==> src/rtl/frame_buf_sched_pkg.sv <==
// Shared types for the triple-buffer scheduler.
// Slot-ownership and FSM encodings plus the slot count.
package frame_buf_sched_pkg;

    localparam int NUM_BUFS = 3;

    typedef logic [1:0] idx_t;

    typedef enum logic [1:0] {
        SLOT_FREE    = 2'd0,
        SLOT_WRITING = 2'd1,
        SLOT_READY   = 2'd2,
        SLOT_READING = 2'd3
    } slot_e;

    typedef enum logic [1:0] {
        ST_IDLE  = 2'd0,
        ST_RUN   = 2'd1,
        ST_FLUSH = 2'd2
    } fsm_e;

endpackage

==> src/rtl/frame_buf_sched_if.sv <==
// Writer/reader handshake bundle for the frame-buffer scheduler.
// master: capture writer + DMA reader side; slave: scheduler side.
interface frame_buf_sched_if #(
    parameter int ADDR_W = 32
);
    logic              wr_req;
    logic              wr_grant;
    logic [ADDR_W-1:0] wr_addr;
    logic [1:0]        wr_idx;
    logic              wr_done;
    logic              wr_err;

    logic              rd_req;
    logic              rd_grant;
    logic [ADDR_W-1:0] rd_addr;
    logic [1:0]        rd_idx;
    logic              rd_done;

    modport master (
        output wr_req, wr_done, wr_err,
        output rd_req, rd_done,
        input  wr_grant, wr_addr, wr_idx,
        input  rd_grant, rd_addr, rd_idx
    );

    modport slave (
        input  wr_req, wr_done, wr_err,
        input  rd_req, rd_done,
        output wr_grant, wr_addr, wr_idx,
        output rd_grant, rd_addr, rd_idx
    );
endinterface

==> src/rtl/frame_buf_sched_sat_counter.sv <==
// Saturating up-counter used for frame and drop statistics.
// Ports: clk, rst (async), clr (sync), inc, count (holds at all-ones).
module sat_counter #(
    parameter int WIDTH = 16
) (
    input  logic             clk,
    input  logic             rst,
    input  logic             clr,
    input  logic             inc,
    output logic [WIDTH-1:0] count
);

    always_ff @(posedge clk or posedge rst) begin
        if (rst) begin
            count <= '0;
        end else if (clr) begin
            count <= '0;
        end else if (inc && (count != '1)) begin
            count <= count + WIDTH'(1);
        end
    end

endmodule

==> src/rtl/frame_buf_sched.sv <==
// Triple-buffer scheduler: grants slots to the writer and reader.
// Ports: aclk/areset, cfg_* control, bus handshake, sts_*/evt_*/counters.
module frame_buf_sched
    import frame_buf_sched_pkg::*;
#(
    parameter int ADDR_W = 32,
    parameter int CNT_W  = 16
) (
    input  logic              aclk,
    input  logic              areset,
    input  logic              cfg_enable,
    input  logic              cfg_soft_reset,
    input  logic [ADDR_W-1:0] cfg_buf_addr0,
    input  logic [ADDR_W-1:0] cfg_buf_addr1,
    input  logic [ADDR_W-1:0] cfg_buf_addr2,
    frame_buf_sched_if.slave  bus,
    output logic [1:0]        sts_buf_idx,
    output logic              sts_idle,
    output logic              evt_frame_done,
    output logic              evt_error,
    output logic [CNT_W-1:0]  frame_cnt,
    output logic [CNT_W-1:0]  drop_cnt
);

    fsm_e              state_q;
    slot_e             slot_q [NUM_BUFS];
    slot_e             slot_d [NUM_BUFS];
    logic [ADDR_W-1:0] slot_addr [NUM_BUFS];

    logic wr_hold, rd_hold;
    idx_t wr_slot, rd_slot;

    logic free_ok, ready_ok;
    idx_t free_idx, ready_idx;
    logic [ADDR_W-1:0] free_addr;

    logic run_ok;
    logic wr_take, rd_take;
    logic wr_fin, wr_abort, rd_fin;
    logic drop, stray, busy_d;

    assign bus.wr_idx = wr_slot;
    assign bus.rd_idx = rd_slot;

    // Downward scan so the lowest matching index wins.
    always_comb begin
        free_ok   = 1'b0;
        free_idx  = '0;
        ready_ok  = 1'b0;
        ready_idx = '0;
        for (int i = NUM_BUFS - 1; i >= 0; i--) begin
            if (slot_q[i] == SLOT_FREE) begin
                free_ok  = 1'b1;
                free_idx = idx_t'(i);
            end
            if (slot_q[i] == SLOT_READY) begin
                ready_ok  = 1'b1;
                ready_idx = idx_t'(i);
            end
        end
    end

    always_comb begin
        unique case (free_idx)
            2'd0:    free_addr = cfg_buf_addr0;
            2'd1:    free_addr = cfg_buf_addr1;
            default: free_addr = cfg_buf_addr2;
        endcase
    end

    assign run_ok   = (state_q == ST_RUN) && cfg_enable;
    assign wr_take  = run_ok && !wr_hold && bus.wr_req && free_ok;
    assign rd_take  = run_ok && !rd_hold && bus.rd_req && ready_ok;
    assign wr_abort = wr_hold && bus.wr_err;
    assign wr_fin   = wr_hold && bus.wr_done && !bus.wr_err;
    assign rd_fin   = rd_hold && bus.rd_done;
    // A READY frame the reader grabs this cycle is not a drop.
    assign drop     = wr_fin && ready_ok && !rd_take;
    assign stray    = (!wr_hold && (bus.wr_done || bus.wr_err))
                   || (!rd_hold && bus.rd_done);

    always_comb begin
        slot_d = slot_q;
        if (rd_take) slot_d[ready_idx] = SLOT_READING;
        if (wr_abort) begin
            slot_d[wr_slot] = SLOT_FREE;
        end else if (wr_fin) begin
            if (drop) slot_d[ready_idx] = SLOT_FREE;
            slot_d[wr_slot] = SLOT_READY;
        end
        if (rd_fin) slot_d[rd_slot] = SLOT_FREE;
        if (wr_take) slot_d[free_idx] = SLOT_WRITING;
        busy_d = 1'b0;
        for (int i = 0; i < NUM_BUFS; i++) begin
            if (slot_d[i] == SLOT_WRITING || slot_d[i] == SLOT_READING)
                busy_d = 1'b1;
        end
    end

    always_ff @(posedge aclk or posedge areset) begin
        if (areset) begin
            state_q        <= ST_IDLE;
            sts_idle       <= 1'b1;
            for (int i = 0; i < NUM_BUFS; i++) begin
                slot_q[i]    <= SLOT_FREE;
                slot_addr[i] <= '0;
            end
            wr_hold        <= 1'b0;
            rd_hold        <= 1'b0;
            wr_slot        <= '0;
            rd_slot        <= '0;
            bus.wr_grant   <= 1'b0;
            bus.rd_grant   <= 1'b0;
            bus.wr_addr    <= '0;
            bus.rd_addr    <= '0;
            sts_buf_idx    <= '0;
            evt_frame_done <= 1'b0;
            evt_error      <= 1'b0;
        end else if (cfg_soft_reset) begin
            state_q        <= ST_IDLE;
            sts_idle       <= 1'b1;
            for (int i = 0; i < NUM_BUFS; i++) begin
                slot_q[i]    <= SLOT_FREE;
                slot_addr[i] <= '0;
            end
            wr_hold        <= 1'b0;
            rd_hold        <= 1'b0;
            wr_slot        <= '0;
            rd_slot        <= '0;
            bus.wr_grant   <= 1'b0;
            bus.rd_grant   <= 1'b0;
            bus.wr_addr    <= '0;
            bus.rd_addr    <= '0;
            sts_buf_idx    <= '0;
            evt_frame_done <= 1'b0;
            evt_error      <= 1'b0;
        end else begin
            unique case (state_q)
                ST_IDLE: begin
                    if (cfg_enable) begin
                        state_q  <= ST_RUN;
                        sts_idle <= 1'b0;
                    end
                end
                ST_RUN: begin
                    if (!cfg_enable) begin
                        state_q  <= busy_d ? ST_FLUSH : ST_IDLE;
                        sts_idle <= !busy_d;
                    end
                end
                ST_FLUSH: begin
                    if (cfg_enable) begin
                        state_q  <= ST_RUN;
                        sts_idle <= 1'b0;
                    end else if (!busy_d) begin
                        state_q  <= ST_IDLE;
                        sts_idle <= 1'b1;
                    end
                end
                default: begin
                    state_q  <= ST_IDLE;
                    sts_idle <= 1'b1;
                end
            endcase

            slot_q       <= slot_d;
            bus.wr_grant <= wr_take;
            bus.rd_grant <= rd_take;

            if (wr_take) begin
                wr_hold             <= 1'b1;
                wr_slot             <= free_idx;
                bus.wr_addr         <= free_addr;
                slot_addr[free_idx] <= free_addr;
            end else if (wr_abort || wr_fin) begin
                wr_hold <= 1'b0;
            end

            if (rd_take) begin
                rd_hold     <= 1'b1;
                rd_slot     <= ready_idx;
                bus.rd_addr <= slot_addr[ready_idx];
            end else if (rd_fin) begin
                rd_hold <= 1'b0;
            end

            if (wr_fin) sts_buf_idx <= wr_slot;
            evt_frame_done <= wr_fin;
            evt_error      <= wr_abort || stray;
        end
    end

    sat_counter #(.WIDTH(CNT_W)) u_frame_cnt (
        .clk   (aclk),
        .rst   (areset),
        .clr   (cfg_soft_reset),
        .inc   (wr_fin),
        .count (frame_cnt)
    );

    sat_counter #(.WIDTH(CNT_W)) u_drop_cnt (
        .clk   (aclk),
        .rst   (areset),
        .clr   (cfg_soft_reset),
        .inc   (drop),
        .count (drop_cnt)
    );

endmodule

==> src/flat_wrapper.sv <==
// flat-port wrapper written by rule: the top's interface ports become plain ports
module frame_buf_sched_flat import frame_buf_sched_pkg::*;
#(
    parameter int ADDR_W = 32,
    parameter int CNT_W  = 16
)
  (aclk, areset, cfg_enable, cfg_soft_reset, cfg_buf_addr0, cfg_buf_addr1, cfg_buf_addr2, sts_buf_idx, sts_idle, evt_frame_done, evt_error, frame_cnt, drop_cnt, bus_wr_req, bus_wr_done, bus_wr_err, bus_rd_req, bus_rd_done, bus_wr_grant, bus_wr_addr, bus_wr_idx, bus_rd_grant, bus_rd_addr, bus_rd_idx);
  frame_buf_sched_if #(.ADDR_W(ADDR_W)) bus_i ();
  input  logic aclk;
  input  logic areset;
  input  logic cfg_enable;
  input  logic cfg_soft_reset;
  input  logic [ADDR_W-1:0] cfg_buf_addr0;
  input  logic [ADDR_W-1:0] cfg_buf_addr1;
  input  logic [ADDR_W-1:0] cfg_buf_addr2;
  output logic [1:0] sts_buf_idx;
  output logic sts_idle;
  output logic evt_frame_done;
  output logic evt_error;
  output logic [CNT_W-1:0] frame_cnt;
  output logic [CNT_W-1:0] drop_cnt;
  input wire logic [$bits(bus_i.wr_req)-1:0] bus_wr_req;
  input wire logic [$bits(bus_i.wr_done)-1:0] bus_wr_done;
  input wire logic [$bits(bus_i.wr_err)-1:0] bus_wr_err;
  input wire logic [$bits(bus_i.rd_req)-1:0] bus_rd_req;
  input wire logic [$bits(bus_i.rd_done)-1:0] bus_rd_done;
  output wire logic [$bits(bus_i.wr_grant)-1:0] bus_wr_grant;
  output wire logic [$bits(bus_i.wr_addr)-1:0] bus_wr_addr;
  output wire logic [$bits(bus_i.wr_idx)-1:0] bus_wr_idx;
  output wire logic [$bits(bus_i.rd_grant)-1:0] bus_rd_grant;
  output wire logic [$bits(bus_i.rd_addr)-1:0] bus_rd_addr;
  output wire logic [$bits(bus_i.rd_idx)-1:0] bus_rd_idx;
  assign bus_i.wr_req = bus_wr_req;
  assign bus_i.wr_done = bus_wr_done;
  assign bus_i.wr_err = bus_wr_err;
  assign bus_i.rd_req = bus_rd_req;
  assign bus_i.rd_done = bus_rd_done;
  assign bus_wr_grant = bus_i.wr_grant;
  assign bus_wr_addr = bus_i.wr_addr;
  assign bus_wr_idx = bus_i.wr_idx;
  assign bus_rd_grant = bus_i.rd_grant;
  assign bus_rd_addr = bus_i.rd_addr;
  assign bus_rd_idx = bus_i.rd_idx;
  frame_buf_sched #(.ADDR_W(ADDR_W), .CNT_W(CNT_W)) u_core (.aclk(aclk), .areset(areset), .cfg_enable(cfg_enable), .cfg_soft_reset(cfg_soft_reset), .cfg_buf_addr0(cfg_buf_addr0), .cfg_buf_addr1(cfg_buf_addr1), .cfg_buf_addr2(cfg_buf_addr2), .bus(bus_i), .sts_buf_idx(sts_buf_idx), .sts_idle(sts_idle), .evt_frame_done(evt_frame_done), .evt_error(evt_error), .frame_cnt(frame_cnt), .drop_cnt(drop_cnt));
endmodule
==> config.mk <==
export PLATFORM = sky130hd
export DESIGN_NAME = frame_buf_sched_flat
export DESIGN_NICKNAME = d
export VERILOG_FILES = /design/src/rtl/frame_buf_sched_pkg.sv /design/src/rtl/frame_buf_sched_if.sv /design/src/rtl/frame_buf_sched_sat_counter.sv /design/src/rtl/frame_buf_sched.sv /design/src/flat_wrapper.sv
export SDC_FILE = /design/constraint.sdc
export NUM_CORES = 1
export LEC_CHECK = 0
export ABC_CLOCK_PERIOD_IN_PS = 19600
export CAP_MARGIN = 20
export CORE_ASPECT_RATIO = 0.9
export CORE_MARGIN = 8
export CORE_UTILIZATION = 56
export CTS_CLUSTER_SIZE = 16
export DETAILED_ROUTE_END_ITERATION = 10
export PLACE_DENSITY = 0.83
export RECOVER_POWER = 100
export SYNTH_ARGS = -nofsm -noshare
export SYNTH_HDL_FRONTEND = slang
export SYNTH_HIERARCHICAL = 1
export SYNTH_SLANG_ARGS = --single-unit
export TNS_END_PERCENT = 1
==> constraint.sdc <==
create_clock -name aclk -period 19.6 [get_ports aclk]
set_input_delay 3.92 -clock aclk [delete_from_list [all_inputs] [get_ports aclk]]
set_output_delay 3.92 -clock aclk [all_outputs]
set_load 0.05 [all_outputs]
After elaboration in Yosys (flattened, before gate mapping):

Cells that the tools add are included.
Widths: inputs -> output; s select.

* multiplexer cells: 78
* eq/ne operators: 17
* add/subtract/negate cells: 2
* reduce and logical (&&, ||, !) cells: 46
* bitwise operators: 17
* $lt $le $gt $ge: 8

Operator list (number)
* $mux 32: 7
* $mux 96: 2
* $bwmux 96: 1
* $bmux 32 s2: 1
* $demux 32 s2: 1
* $mux 16: 4
* $pmux 32 s2: 1
* $mux 6: 9
* $mux 2: 22
* $add 16x1->16 const B: 2
* $ne 16x16->1 const B: 2
* $mux 1: 24
* $logic_and 1x1->1: 21
* $and 6x6->6: 3
* $not 6->6: 3
* $demux 2 s2: 4
* $eq 2x2->1 const B: 7
* $ge 3x3->1 const B: 4
* $lt 3x1->1 const B: 4
* $not 2->3: 4
* $eq 2x1->1 const B: 5
* $logic_not 2->1: 5
* $reduce_bool 2->1: 5
* $logic_or 1x1->1: 7
* other kinds (11): 20

* input port bits: 105
* logic and storage cells: 189
* register bits: 213
* output and inout bits: 107

Logic depth before layout (Yosys ltp):

* depth in word-level cells: 31
* depth in mapped cells: 9
* depth with buffers taken out: 7

By module:

Netlist, hierarchy kept.

By module, submodules not included
* frame_buf_sched: cells each 809, sequential area each 4530.6 sq um, area each 8438.1 sq um, instances 1
* sat_counter: cells each 101, sequential area each 400.4 sq um, area each 932.1 sq um, instances 2

Worst setup path before layout:

No wires, ideal clock.

* path type: input -> register
* start point: input port cfg_enable
* end point: register u_core.u_drop_cnt.count[13]
* arrival time: 5.841 ns
* setup slack: 13.681 ns
* library setup time: 0.078 ns
* path buffers: 2
* required time: 19.522 ns
* stages: 9
* path through: and3b_1 buf_4 nand3_1 and3_1 clkbuf_2 nand3_1 or4_4 or4_1 a21oi_1

* cells in the longest elaborated chain, start to end: 8

Ends and longest elaborated chain
* from (decl): RTL line flat_wrapper.sv:11 `input logic cfg_enable;`
* $logic_and 1x1->1: RTL line frame_buf_sched.sv:71 `assign run_ok = (state_q == ST_RUN) && cfg_enable;`
* $logic_and 1x1->1 (3 in a row): RTL line frame_buf_sched.sv:73 `assign rd_take = run_ok && !rd_hold && bus.rd_req && ready_ok;`
* $logic_not 1->1: RTL line frame_buf_sched.sv:78 `assign drop = wr_fin && ready_ok && !rd_take;`
* $logic_and 1x1->1: RTL line frame_buf_sched.sv:78
* net u_core.drop: RTL line frame_buf_sched.sv:40 `logic drop, stray, busy_d;`
* $logic_and 1x1->1: RTL line frame_buf_sched_sat_counter.sv:18 `end else if (inc && (count != '1)) begin`
* $reduce_bool 2->1 (no source line)
* to (signal assigned): RTL line frame_buf_sched_sat_counter.sv:19 `count <= count + WIDTH'(1);`
* to (decl): RTL line frame_buf_sched_sat_counter.sv:10 `output logic [WIDTH-1:0] count`

The timed path passes the listed nets, and every way through them passes these cells.
A chain may end at the register's enable or synchronous reset.

==> impl_metrics.json <==
{
  "status": "finished, violations left",
  "yosysMostFrequentCell": "dfrtp_1",
  "setup.worst_path.class": "input port to async pin",
  "ys_seq_area_share_pct": 51.7,
  "area_delta_synth_final_pct": 25.8,
  "n_antenna_cell": 0,
  "mappedNetlistNets": 1118,
  "post_dp_cell_area_sq_um": 12500,
  "synth.area.mux_share_pct": 0.826,
  "clkTransAtPathRegs_ns": 0.06,
  "antenna_found_initial": 0,
  "p_leak_nw": 5.95,
  "critical_path_arrival_ns": 9.97,
  "clock.fmax_mhz": 97.8,
  "peakVddDrop_uv": 63.1,
  "synthAdderAreaFrac_pct": 0.243,
  "yosys_warnings": 6,
  "htreeDepth": 1,
  "maxSlewViolCount": 359,
  "synthTopCellsByArea": "dfrtp_1, a22o_1, nand2_1",
  "synth_edf_count": 0,
  "ctsHoldBuffers": 0,
  "fin_setup_tns_ns": 0,
  "dieArea_sq_um": 23000,
  "end_kind": "async pin",
  "fillers": 1373,
  "synth_cells": 1011,
  "violations": "capacitance limit, slew limit",
  "cts_buffer_depth": 3,
  "initial_core_util_pct": 56.5,
  "final_nets": 1291,
  "cts_made_buffers": 23,
  "route.detailed.drc": 0,
  "p_per_area_nw_per_um2": 72.5,
  "crit_required_ns": 19.34,
  "dp_hpwl_um": 19900,
  "cp_max_fo": 107,
  "yosys.cell_types.count": 67,
  "ys.flop_type": "dfrtp_1",
  "cts_root_buffer": "clkbuf_16",
  "synth-xor-area-share_pct": 0.0850,
  "avgSynthCellArea_sq_um": 10.2,
  "tritoncts": "built",
  "firstDrtPassIters": 6,
  "cts_resized": 0,
  "drtIter0Drc": 889,
  "setup_viol": 0,
  "slew_headroom_pct": -208,
  "min_period_ns": 10.23,
  "fin_skew_ns": 0.00645,
  "drive_gt1_share_pct": 6.02,
  "synth_area_leader_cell": "dfrtp_1",
  "rsz0062_at_grt": "no",
  "cts_setup_buffers": 0,
  "drv_cap": 6,
  "vias_per_cell": 6.36,
  "synth_top_area_share_pct": 51.5,
  "drt-total-wl_um": 30100,
  "holdWs_ns": 0.471,
  "hp-class": "register to register",
  "clkSinkCount": 213,
  "clk_latency_ns": 0.50,
  "ioPinCount": 212,
  "core_sq_um": 18200,
  "grt_usage_pct": 26.0,
  "syn_area_sq_um": 10300,
  "start_kind": "input port",
  "antenna_left": 0,
  "worst_slew_pin_slew_ns": 4.60,
  "synth_top_family_by_area": "compound AO/OA/AOI/OAI gates",
  "synth_compound_area_share_pct": 22.7,
  "die_h_um": 145,
  "grt_pass1_wl_um": 48800,
  "multi_input_area_sq_um": 4300,
  "die_w_um": 159,
  "synth-seq-cells": 213,
  "globalplace.congestion": 0.862,
  "vias": 9167,
  "port_buffers": 211,
  "synthSimpleGateAreaFrac_pct": 20.2,
  "grt_max_degree": 108,
  "grt_overflow_total": 0,
  "async_flop_share_pct": 100,
  "timing.final.crit_share_pct": 52.2,
  "wl_per_cell_um": 20.8,
  "grt_pass1_vias": 9135,
  "hold_viol": 0,
  "design_area_sq_um": 13000,
  "fp-row-count": 47,
  "yosys-top-cells-count": "dfrtp_1, nand2_1, nor2_1",
  "seq_area_sq_um": 5330
}
-- logic make-up after synthesis --
group | count (synthesis)
fa+ha+maj | 2
xor+xnor | 1
flops | 213
buf+inv | 96
mux | 8
compound gates | 318
simple gates | 373
-- registers in the layout, indices dropped and copies added, names as in the netlist --
register and count:
u_core/slot_q 6, u_core/evt_error 1, u_core/bus.wr_grant 1, u_core/state_q 2, u_core/sts_idle 1, u_core/sts_buf_idx 2, u_core/evt_frame_done 1, u_core/bus.rd_addr 32
u_core/bus.wr_addr 32, u_core/rd_hold 1, u_core/bus.rd_grant 1, u_core/bus.rd_idx 2, u_core/u_drop_cnt/count 16, u_core/wr_hold 1, u_core/u_frame_cnt/count 16, u_core/bus.wr_idx 2
u_core/slot_addr 96
-- metrics by stage --
| step | worst slack [ns] | std cells | utilization [%] | total power [mW] |
|---|---|---|---|---|
| 6_report | 9.37 | 1442 | 71.1 | 0.940 |
| 3_3_place_gp | 12.83 | 1404 | 68.6 | 0.523 |
| 3_5_place_dp | 12.73 | 1404 | 68.6 | 0.524 |
| 2_1_floorplan | 10.77 | 1011 | - | 0.489 |
| 5_1_grt | 7.86 | 1442 | 71.1 | 0.969 |
| 4_1_cts | 13.22 | 1442 | 72.7 | 0.950 |
-- metal layers --
layer	GRT usage, %	up-vias	part of all wire (%)
met3	7.89	47	9.9
met5	0	-	0
met4	7.09	0	2.0
met1	33.8	4534	41
met2	42.1	478	47
li1	-	4108	-
-- worst max-delay path: stages --
cell           delay [ns]
dlygate4sd3_1        0.59
clkinvlp_2           2.54
clkbuf_1             2.81
-- power breakdown --
part           switching, mW  internal (mW)
clock                  0.170          0.258
sequential           0.00233          0.444
combinational         0.0389         0.0273
total                  0.211          0.729
-- final timing paths --
check                      slack [ns]                               start                                       to  cells after the start
max reg2reg                     15.32          u_core/slot_q[5]$_DFF_PP0_               u_core/slot_q[3]$_DFF_PP0_                      4
min in group asynchronous        4.01                              areset  u_core/u_frame_cnt/count[8]$_DFFE_PP0P_                      2
min reg2reg                      0.47  u_core/bus.wr_addr[26]$_DFFE_PP0P_       u_core/bus.wr_addr[26]$_DFFE_PP0P_                      1
min                              0.47  u_core/bus.wr_addr[26]$_DFFE_PP0P_       u_core/bus.wr_addr[26]$_DFFE_PP0P_                      1
max in group aclk                9.62                      cfg_soft_reset          u_core/slot_addr[5]$_DFFE_PP0P_                      4
max                              9.37                              areset         u_core/slot_addr[84]$_DFFE_PP0P_                      3
-- cells in the final DEF, fill, tap and decap left out, types with 3 or more instances in the layout --
master and n:
dlygate4sd3_1 109, nand4_1 11, o211ai_1 8, or3_2 3
a32o_1 7, clkdlybuf4s50_1 101, a311o_1 32, a21oi_1 80
nand3_1 48, nor2_1 84, or4_1 14, a22o_1 77
nand2b_1 10, o22ai_1 25, or3_1 13, mux2_2 4
nor4_1 11, inv_1 18, and2_1 3, mux2i_1 4
clkbuf_1 8, o41ai_1 5, clkbuf_16 23, nand3b_1 4
a31oi_1 4, buf_4 11, nor3_1 34, a21o_1 26
nand2_1 107, o21ai_0 24, a211oi_1 3, nor2b_1 8
o31ai_1 10, dfrtp_1 212, and3_1 4, clkbuf_8 8
-- layout make-up --
| cell class | count | area share (%) |
|---|---|---|
| Clock buffer | 35 | 5.41 |
| Clock inverter | 3 | 0.357 |
| Inverter | 19 | 0.560 |
| Multi-Input combinational cell | 702 | 33.2 |
| Sequential cell | 213 | 41.1 |
| Tap cell | 245 | 2.37 |
| Timing Repair Buffer | 225 | 17.0 |
Note: power is estimated with default switching activity, not from simulation.
